==> config.mk <==
export PLATFORM = sky130hd
export DESIGN_NAME = ir_encoder_flat
export DESIGN_NICKNAME = d
export VERILOG_FILES = /design/src/rtl/ir_encoder_if.sv /design/src/rtl/ir_encoder.sv /design/src/flat_wrapper.sv
export SDC_FILE = /design/constraint.sdc
export NUM_CORES = 1
export LEC_CHECK = 0
export BUFFER_PORTS_ARGS = -buffer_cell sky130_fd_sc_hd__buf_4
export CAP_MARGIN = 10
export CORE_AREA = 10 10 97 99
export CTS_BUF_LIST = sky130_fd_sc_hd__clkbuf_16
export DETAILED_ROUTE_END_ITERATION = 10
export DIE_AREA = 0 0 107 109
export PLACE_DENSITY = 0.7
export SYNTH_ARGS = -nofsm -noshare
export SYNTH_HDL_FRONTEND = slang
export SYNTH_SLANG_ARGS = --single-unit
==> constraint.sdc <==
create_clock -name i_clk -period 7.5 [get_ports i_clk]
set_clock_uncertainty 0.1 [all_clocks]
set_input_delay 1.125 -clock i_clk [delete_from_list [all_inputs] [get_ports i_clk]]
set_output_delay 1.125 -clock i_clk [all_outputs]
set_load 0.1 [all_outputs]
==> src/rtl/ir_encoder_if.sv <==
// ---------------------------------------------------------------------------
// ir_encoder_if
// Request/response bundle between a frame requester and the NEC IR encoder.
//   i_start      : request a frame (level; taken while o_ready is high)
//   i_repeat     : 1 = send a repeat frame instead of a full frame
//   i_addr       : address byte, latched at accept
//   i_cmd        : command byte, latched at accept
//   o_ready      : encoder idle and able to take i_start
//   o_done       : one-cycle pulse when the stop mark ends
//   o_ir_tx      : carrier-modulated LED drive
//   o_envelope_n : unmodulated active-low envelope (TSOP polarity)
// master = requester side, slave = encoder side.
// ---------------------------------------------------------------------------
interface ir_encoder_if;
    logic       i_start;
    logic       i_repeat;
    logic [7:0] i_addr;
    logic [7:0] i_cmd;
    logic       o_ready;
    logic       o_done;
    logic       o_ir_tx;
    logic       o_envelope_n;

    modport master (
        output i_start, i_repeat, i_addr, i_cmd,
        input  o_ready, o_done, o_ir_tx, o_envelope_n
    );

    modport slave (
        input  i_start, i_repeat, i_addr, i_cmd,
        output o_ready, o_done, o_ir_tx, o_envelope_n
    );
endinterface

==> src/rtl/ir_encoder.sv <==
// ---------------------------------------------------------------------------
// ir_encoder
// NEC infrared remote transmitter. Serialises either a full frame
// (leader, addr, ~addr, cmd, ~cmd, stop) or a repeat frame (leader,
// short space, stop), followed by a mandatory idle gap.
// Ports:
//   i_clk      : clock
//   i_reset_n  : asynchronous active-low reset
//   bus        : ir_encoder_if.slave (handshake, payload, IR outputs)
// Parameters:
//   UNIT_CYCLES  : clock cycles per NEC unit (562.5 us)
//   CARRIER_HALF : clock cycles per carrier half-period
//   GAP_UNITS    : idle units after the stop mark before o_ready rises
// ---------------------------------------------------------------------------
module ir_encoder #(
    parameter int UNIT_CYCLES  = 28125,
    parameter int CARRIER_HALF = 658,
    parameter int GAP_UNITS    = 64
) (
    input  logic         i_clk,
    input  logic         i_reset_n,
    ir_encoder_if.slave  bus
);

    localparam int CYC_W    = (UNIT_CYCLES > 1) ? $clog2(UNIT_CYCLES) : 1;
    localparam int CAR_W    = (CARRIER_HALF > 1) ? $clog2(CARRIER_HALF) : 1;
    localparam int UNIT_MAX = (GAP_UNITS > 16) ? GAP_UNITS : 16;
    localparam int UNIT_W   = $clog2(UNIT_MAX + 1);

    localparam logic [CYC_W-1:0]  CYC_LAST = CYC_W'(UNIT_CYCLES - 1);
    localparam logic [CAR_W-1:0]  CAR_LAST = CAR_W'(CARRIER_HALF - 1);

    typedef enum logic [2:0] {
        IDLE,
        LEAD_MARK,
        LEAD_SPACE,
        RPT_SPACE,
        BIT_MARK,
        BIT_SPACE,
        STOP_MARK,
        GAP
    } state_t;

    state_t            state_q, state_d;
    logic [CYC_W-1:0]  cyc_q, cyc_d;
    logic [UNIT_W-1:0] unit_q, unit_d;
    logic [4:0]        bit_q, bit_d;
    logic [31:0]       shift_q, shift_d;
    logic              rpt_q, rpt_d;
    logic [CAR_W-1:0]  car_cnt_q, car_cnt_d;
    logic              car_q, car_d;

    logic [UNIT_W-1:0] state_len;
    logic              unit_wrap;
    logic              state_end;

    function automatic logic is_mark(input state_t s);
        return (s == LEAD_MARK) || (s == BIT_MARK) || (s == STOP_MARK);
    endfunction

    always_ff @(posedge i_clk or negedge i_reset_n) begin
        if (!i_reset_n) begin
            state_q   <= IDLE;
            cyc_q     <= '0;
            unit_q    <= '0;
            bit_q     <= '0;
            shift_q   <= '0;
            rpt_q     <= 1'b0;
            car_cnt_q <= '0;
            car_q     <= 1'b0;
        end else begin
            state_q   <= state_d;
            cyc_q     <= cyc_d;
            unit_q    <= unit_d;
            bit_q     <= bit_d;
            shift_q   <= shift_d;
            rpt_q     <= rpt_d;
            car_cnt_q <= car_cnt_d;
            car_q     <= car_d;
        end
    end

    always_comb begin
        state_d   = state_q;
        cyc_d     = cyc_q;
        unit_d    = unit_q;
        bit_d     = bit_q;
        shift_d   = shift_q;
        rpt_d     = rpt_q;
        car_cnt_d = car_cnt_q;
        car_d     = car_q;
        state_len = UNIT_W'(1);

        // Length in units of the current state; a data space is 3 units
        // for a one bit (LSB of the shift register is the bit on air).
        case (state_q)
            LEAD_MARK:  state_len = UNIT_W'(16);
            LEAD_SPACE: state_len = UNIT_W'(8);
            RPT_SPACE:  state_len = UNIT_W'(4);
            BIT_SPACE:  state_len = shift_q[0] ? UNIT_W'(3) : UNIT_W'(1);
            GAP:        state_len = UNIT_W'(GAP_UNITS);
            default:    state_len = UNIT_W'(1);
        endcase

        unit_wrap = (cyc_q == CYC_LAST);
        state_end = unit_wrap && (unit_q == state_len - UNIT_W'(1));

        if (unit_wrap) begin
            cyc_d  = '0;
            unit_d = unit_q + UNIT_W'(1);
        end else begin
            cyc_d  = cyc_q + CYC_W'(1);
        end

        case (state_q)
            IDLE: begin
                if (bus.i_start) begin
                    state_d = LEAD_MARK;
                    rpt_d   = bus.i_repeat;
                    bit_d   = '0;
                    if (!bus.i_repeat) begin
                        shift_d = {~bus.i_cmd, bus.i_cmd, ~bus.i_addr, bus.i_addr};
                    end
                end
            end
            LEAD_MARK:  if (state_end) state_d = rpt_q ? RPT_SPACE : LEAD_SPACE;
            LEAD_SPACE: if (state_end) state_d = BIT_MARK;
            RPT_SPACE:  if (state_end) state_d = STOP_MARK;
            BIT_MARK:   if (state_end) state_d = BIT_SPACE;
            BIT_SPACE: begin
                if (state_end) begin
                    shift_d = {1'b0, shift_q[31:1]};
                    bit_d   = bit_q + 5'd1;
                    state_d = (bit_q == 5'd31) ? STOP_MARK : BIT_MARK;
                end
            end
            STOP_MARK:  if (state_end) state_d = GAP;
            GAP:        if (state_end) state_d = IDLE;
            default:    state_d = IDLE;
        endcase

        // Timers restart on every state change and stay parked in IDLE.
        if ((state_d != state_q) || (state_q == IDLE)) begin
            cyc_d  = '0;
            unit_d = '0;
        end

        // Carrier starts high on the first cycle of every mark. No two marks
        // are adjacent, so "entering a mark" is simply a state change into one.
        if (is_mark(state_d) && (state_d != state_q)) begin
            car_d     = 1'b1;
            car_cnt_d = '0;
        end else if (is_mark(state_d)) begin
            if (car_cnt_q == CAR_LAST) begin
                car_d     = ~car_q;
                car_cnt_d = '0;
            end else begin
                car_cnt_d = car_cnt_q + CAR_W'(1);
            end
        end else begin
            car_d     = 1'b0;
            car_cnt_d = '0;
        end
    end

    assign bus.o_ready      = (state_q == IDLE);
    assign bus.o_envelope_n = ~is_mark(state_q);
    assign bus.o_ir_tx      = car_q;
    // First cycle of GAP: counters were cleared by the state change.
    assign bus.o_done       = (state_q == GAP) && (cyc_q == '0) && (unit_q == '0);

endmodule

==> src/flat_wrapper.sv <==
// flat-port wrapper written by rule: the top's interface ports become plain ports
module ir_encoder_flat 
#(
    parameter int UNIT_CYCLES  = 28125,
    parameter int CARRIER_HALF = 658,
    parameter int GAP_UNITS    = 64
)
  (i_clk, i_reset_n, bus_i_start, bus_i_repeat, bus_i_addr, bus_i_cmd, bus_o_ready, bus_o_done, bus_o_ir_tx, bus_o_envelope_n);
  ir_encoder_if bus_i ();
  input  logic i_clk;
  input  logic i_reset_n;
  input wire logic [$bits(bus_i.i_start)-1:0] bus_i_start;
  input wire logic [$bits(bus_i.i_repeat)-1:0] bus_i_repeat;
  input wire logic [$bits(bus_i.i_addr)-1:0] bus_i_addr;
  input wire logic [$bits(bus_i.i_cmd)-1:0] bus_i_cmd;
  output wire logic [$bits(bus_i.o_ready)-1:0] bus_o_ready;
  output wire logic [$bits(bus_i.o_done)-1:0] bus_o_done;
  output wire logic [$bits(bus_i.o_ir_tx)-1:0] bus_o_ir_tx;
  output wire logic [$bits(bus_i.o_envelope_n)-1:0] bus_o_envelope_n;
  assign bus_i.i_start = bus_i_start;
  assign bus_i.i_repeat = bus_i_repeat;
  assign bus_i.i_addr = bus_i_addr;
  assign bus_i.i_cmd = bus_i_cmd;
  assign bus_o_ready = bus_i.o_ready;
  assign bus_o_done = bus_i.o_done;
  assign bus_o_ir_tx = bus_i.o_ir_tx;
  assign bus_o_envelope_n = bus_i.o_envelope_n;
  ir_encoder #(.UNIT_CYCLES(UNIT_CYCLES), .CARRIER_HALF(CARRIER_HALF), .GAP_UNITS(GAP_UNITS)) u_core (.i_clk(i_clk), .i_reset_n(i_reset_n), .bus(bus_i));
endmodule
==> Yosys cells after proc, flatten, opt, wreduce, memory -nomap -nowiden <==
Index checks and enable logic that the tools add are counted.
{ "totals": {"register_bits": 74, "word_cells": 83, "output_inout_bits": 4, "in_bits": 20} }
{ "classes": {"n_addsub": 5, "reduce_logical": 17, "bitwise_logic": 4, "n_mux": 30, "n_eq_ne": 19} }
{ "op_table": {"columns": ["op", "n"], "rows": [
  ["2-to-1 mux 32 bit", 3],
  ["case mux 32 bit (2 select lines)", 1],
  ["case mux 7 bit (5 select lines)", 1],
  ["2-to-1 mux 10 bit", 3],
  ["2-to-1 mux 15 bit", 2],
  ["2-to-1 mux 3 bit", 8],
  ["case mux 3 bit (8 select lines)", 1],
  ["== test 3 bit, second input constant", 6],
  ["NOT 8 bit", 2],
  ["adder 15 x 1 -> 15 bit, second input constant", 1],
  ["== test 15 bit, second input constant", 1],
  ["zero test 15 bit", 1],
  ["2-to-1 mux 7 bit", 2],
  ["adder 10 x 1 -> 10 bit, second input constant", 1],
  ["== test 10 bit, second input constant", 1],
  ["2-to-1 mux 5 bit", 2],
  ["case mux 5 bit (2 select lines)", 1],
  ["adder 7 x 1 -> 7 bit, second input constant", 1],
  ["== test 7 bit", 1],
  ["zero test 7 bit", 1],
  ["subtractor 7 x 1 -> 7 bit, second input constant", 1],
  ["== test 3 x 1 -> 1 bit, second input constant", 2],
  ["== test 3 x 2 -> 1 bit, second input constant", 2],
  ["adder 5 x 1 -> 5 bit, second input constant", 1],
  ["15 further kinds", 29]
]} }

==> Depth between registers and ports, before layout <==
{ "depth": {"ltp_word": 12, "depth_mapped": 14, "ltp_nobuf": 10} }

==> Worst setup path after synthesis <==
OpenSTA, ideal clock, no wires.
{ "synth_timing": {"kind": "register -> output", "startpoint": "register u_core.state_q[2]", "endpoint": "output port bus_o_envelope_n", "t_arrival_ns": 2.343, "n_path_buf": 1, "slack_ns": 3.932, "stages_incl_launch_ff": 4, "path_cell_list": "dfrtp_1 > clkbuf_1 > nor2_1 > a21oi_1"} }
{ "synth_via": {"elab_chain_len": 4, "word_cells_on_any_way": 6} }
{ "synth_rtl": {"columns": ["item", "line_no", "text"], "rows": [
  ["start: declaration", "ir_encoder.sv:44", "state_t state_q, state_d;"],
  ["start signal: assignment", "ir_encoder.sv:72", "state_q <= state_d;"],
  ["== test 3 x 1 -> 1 bit or == test 3 bit (tied branches)", "ir_encoder.sv:58", "return (s == LEAD_MARK) || (s == BIT_MARK) || (s == STOP_MARK);"],
  ["logical OR 1 bit", "ir_encoder.sv:58", null],
  ["logical OR 1 bit (*)", "ir_encoder.sv:58", null],
  ["NOT 1 bit (*)", "ir_encoder.sv:167", "assign bus.o_envelope_n = ~is_mark(state_q);"],
  ["end: declaration", "flat_wrapper.sv:19", "output wire logic [$bits(bus_i.o_envelope_n)-1:0] bus_o_envelope_n;"]
]} }
Every way passes the cells marked *; elsewhere a longest branch is shown, timed or not.

==> Final worst setup path <==
{ "layout_timing": {"startpoint": "register u_core.state_q[2]", "endpoint": "register u_core.shift_q[20]"} }
{ "layout_via": {"elab_chain_len": 7, "word_cells_on_any_way": 16} }
{ "layout_rtl": {"columns": ["item", "line_no", "text"], "rows": [
  ["== test 3 bit (tied with other cells)", "ir_encoder.sv:96", "case (state_q)"],
  ["case mux 7 bit (5 select lines)", "ir_encoder.sv:96", null],
  ["subtractor 7 x 1 -> 7 bit", "ir_encoder.sv:106", "state_end = unit_wrap && (unit_q == state_len - UNIT_W'(1));"],
  ["== test 7 bit", "ir_encoder.sv:106", null],
  ["logical AND 1 bit", "ir_encoder.sv:106", null],
  ["inequality test 2 x 1 -> 1 bit (no line)", null, null],
  ["AND reduction 4 bit (no line)", null, null],
  ["end signal: assignment", "ir_encoder.sv:76", "shift_q <= shift_d;"],
  ["end: declaration", "ir_encoder.sv:48", "logic [31:0] shift_q, shift_d;"]
]} }
Several ways; a longest one is shown, not always the timed one.
A chain may end at the register's enable or synchronous reset.

==> reports/qor.yml <==
status:
  status: "finished clean"
worst_hold_path:
  hold_class: "register to register"
die:
  die_w_um: 107
  rows: 32
  start_util_pct: 53.17
  die_h_um: 109
  pin_count: 24
  coreArea_um2: 7527
  die-area_um2: 11660
cts:
  cts_made_buffers: 9
  cts_hold_buf: 0
  cts.path.max_buffers: 2
  h-tree-depth: 3
  clock-sinks: 74
  cts-root-buf: "clkbuf_16"
  insertion_delay_ns: 0.33
  cts_setup_buffers: 0
  cts_resized: 0
  cts_tree: "built"
  clkTransAtPathRegs_ns: 0.06
power:
  peakVddDrop_mv: 0.1161
  intPower_uw: 730.0
  powerDensity_nw_per_um2: 197.3
  clkPwrFrac_pct: 53.1
  combPwrFrac_pct: 2.6
  p_leak_nw: 1.931
  netSwitchingPower_uw: 171.9
  swShare_pct: 19.06
  pwr-share-seq_pct: 44.3
finish:
  diodes: 0
  area_growth_syn_to_layout_pct: 14.22
  drive_above_1_share_pct: 11.71
  layout.nets: 468
setup_path:
  r2r_slack_ns: 3.76
  crit_chain: "nand2_1, nor2_1, buf_4, nand2_1, ha_1, xnor2_1, or3_1, a31oi_1, o21ai_1, buf_4, o32ai_4, buf_4, mux2_1"
  cp-endpoint: "u_core.shift_q[20]$_DFFE_PN0P_"
  start_kind: "register"
  crit_start: "u_core.state_q[2]$_DFF_PN0_"
  cp_common_cell: "buf_4"
  max_stage_delay_ns: 0.61
  reg2reg_depth: 13
  worstSetupEndpointType: "register"
  r2r_start: "u_core.state_q[2]$_DFF_PN0_"
  rr_endpoint: "u_core.shift_q[20]$_DFFE_PN0P_"
  cp.required_ns: 7.61
  worst_path_max_delay_cell: "dfrtp_1"
  arrival_ns: 3.84
  critPathKind: "register to register"
  critPathMaxFanout: 31
placed_design:
  io_buffers: 23
  place_congestion: 0.8712
  hpwl_um: 5405
synthesis:
  netlist.area_leader.share_pct: 46.26
  synth_commonest_cells: "dfrtp_1, nand2_1, nor2_1"
  synthCells: 423
  synth_warnings: 0
  avgSynthCellArea_um2: 9.462
  synthFlopType: "dfrtp_1"
  synth_edf_count: 0
  synth_most_common_cell: "dfrtp_1"
  synth_seq_area_share_pct: 46.26
  yosysUniqueCellTypes: 52
  postSynthNetCount: 452
  ys_async_sr_fraction_pct: 100.0
  yosys-top-cells-area: "dfrtp_1, nand2_1, mux2_1, xor2_1, nor2_1"
  ys_seq_elements: 74
  syn-cell-area_um2: 4003
  synth_top_area_cell: "dfrtp_1"
detailed_routing:
  vias: 3020
  drc: 0
  first_iter_violations: 179
  dr.pass1.iters: 4
  routed_wirelength_um: 8160
  ant_nets: 0
  vias_per_cell: 5.531
  routedWlPerCell_um: 14.95
timing:
  finalSetupViolations: 0
  hold_viol_final: 0
  max_freq_ghz: 0.2677
  finalCritPeriodShare_pct: 49.81
  tightest_slew_ns: 0.9324
  rsz0062_at_grt: "false"
  whs_ns: 0.3869
  relSlewSlack_pct: 37.84
  post-route-min-period_ns: 3.735
  fin_tns_setup_ns: 0
  drv_slew: 0
global_route:
  grt_pass1_vias: 2995
  grt_max_degree: 75
  gr-total-overflow: 0
  track_usage_pct: 14.69
  grt_first_pass_wirelength_um: 14130
  antenna_found_initial: 0
flow_run:
  max_cap_viol_count: 0
## kinds of logic (layout without fill, tap and decap cells)
logic type                 after synthesis  after routing  synth area share (%)
xor gates and xnor gates                30             30                 6.565
adders and majority gates                9              9                 2.813
and+or+nand+nor                        177            177                 21.29
DFF                                     74             74                 46.26
AOI/OAI and AO/OA                       48             48                 8.285
buffers and inverters                   49             70                 5.158
muxes                                   36             36                 9.628
## metal layers
layer	track usage, %	vias up	share of wire (%)
li1	-	1482	-
met4	4.062	0	0.38
met5	0	-	0
met3	5.015	2	4.4
met2	23.22	54	48
met1	18.81	1482	47
## power by group through the flow
stage | registers [mW] | clock network [mW] | logic (mW)
floorplan | 0.407 | 0 | 0.00598
global placement | 0.407 | 0 | 0.0235
detailed placement | 0.407 | 0 | 0.0238
CTS | 0.400 | 0.488 | 0.0240
global route | 0.400 | 0.506 | 0.0268
finish | 0.400 | 0.479 | 0.0231
## placed cells by master (no fill, tap or decap), types with 2 or more instances in the layout
cell	synthesis	routed
dfrtp_1	74	74
nand2_1	65	65
nor2_1	44	44
inv_1	27	27
buf_4	4	27
xor2_1	20	20
nand3_1	17	17
mux2_1	17	17
o21ai_0	16	16
mux2i_1	16	16
nand4_1	13	13
xnor2_1	10	10
ha_1	9	9
clkbuf_16	0	9
a21oi_1	6	6
and3_1	6	6
nand2b_1	5	5
or3_1	5	5
nor3_1	4	4
o311ai_1	4	4
nor4_1	4	4
nor2b_1	3	3
mux2_2	3	3
bufinv_16	0	3
a211oi_1	2	2
o21ai_1	2	2
o21ai_2	2	2
nor4b_1	2	2
o41ai_1	2	2
clkinv_2	0	2
clkinv_1	0	2
## state kept, by name (all words and copies together), names as in the netlist
register and flops:
u_core.shift_q 32, u_core.car_cnt_q 10, u_core.rpt_q 1, u_core.unit_q 7, u_core.bit_q 5, u_core.cyc_q 15, u_core.state_q 3, u_core.bus.o_ir_tx 1
## layout make-up
type,count,area [um^2]
fillers,654,2955
inverters,27,101.3
repair buffers,27,202.7
multi-input cells,300,1956
clock inverters,7,107.6
clock buffers,9,225.2
flip-flops and latches,74,1852
well taps,102,127.6
## stage by stage
stage / setup WS, ns / cell area, um^2 / total power, mW / utilization, % / std cells
final: 3.765 / 4572 / 0.9018 / 60.74 / 546
after CTS: 3.775 / 4572 / 0.9118 / 60.74 / 546
after floorplan: 3.932 / 4003 / 0.4130 / - / 423
after global routing: 3.504 / 4572 / 0.9323 / 60.74 / 546
after global placement: 3.922 / 4239 / 0.4304 / 56.32 / 530
after detailed placement: 3.795 / 4239 / 0.4307 / 56.32 / 530
## worst min-delay path by stage
stage / start / endpoint / slack [ns] / depth (start not counted)
2_1_floorplan: u_core.shift_q[16]$_DFFE_PN0P_ / u_core.shift_q[16]$_DFFE_PN0P_ / 0.35 / 1
3_3_place_gp: u_core.shift_q[22]$_DFFE_PN0P_ / u_core.shift_q[22]$_DFFE_PN0P_ / 0.37 / 1
3_5_place_dp: u_core.shift_q[23]$_DFFE_PN0P_ / u_core.shift_q[23]$_DFFE_PN0P_ / 0.37 / 1
4_1_cts: u_core.shift_q[23]$_DFFE_PN0P_ / u_core.shift_q[23]$_DFFE_PN0P_ / 0.39 / 1
5_1_grt: u_core.shift_q[8]$_DFFE_PN0P_ / u_core.shift_q[8]$_DFFE_PN0P_ / 0.41 / 1
6_report: u_core.shift_q[9]$_DFFE_PN0P_ / u_core.shift_q[9]$_DFFE_PN0P_ / 0.39 / 1
## critical path, delay by kind of cell, from the launching register on
kind	cells	cell delay [ns]
AOI/OAI and AO/OA	3	0.50
adders and majority gates	1	0.27
buffers and inverters	3	0.91
DFF	1	0.61
muxes	1	0.38
xor gates and xnor gates	1	0.17
and+or+nand+nor	4	0.66
Note: power is estimated with default switching activity, not from simulation.
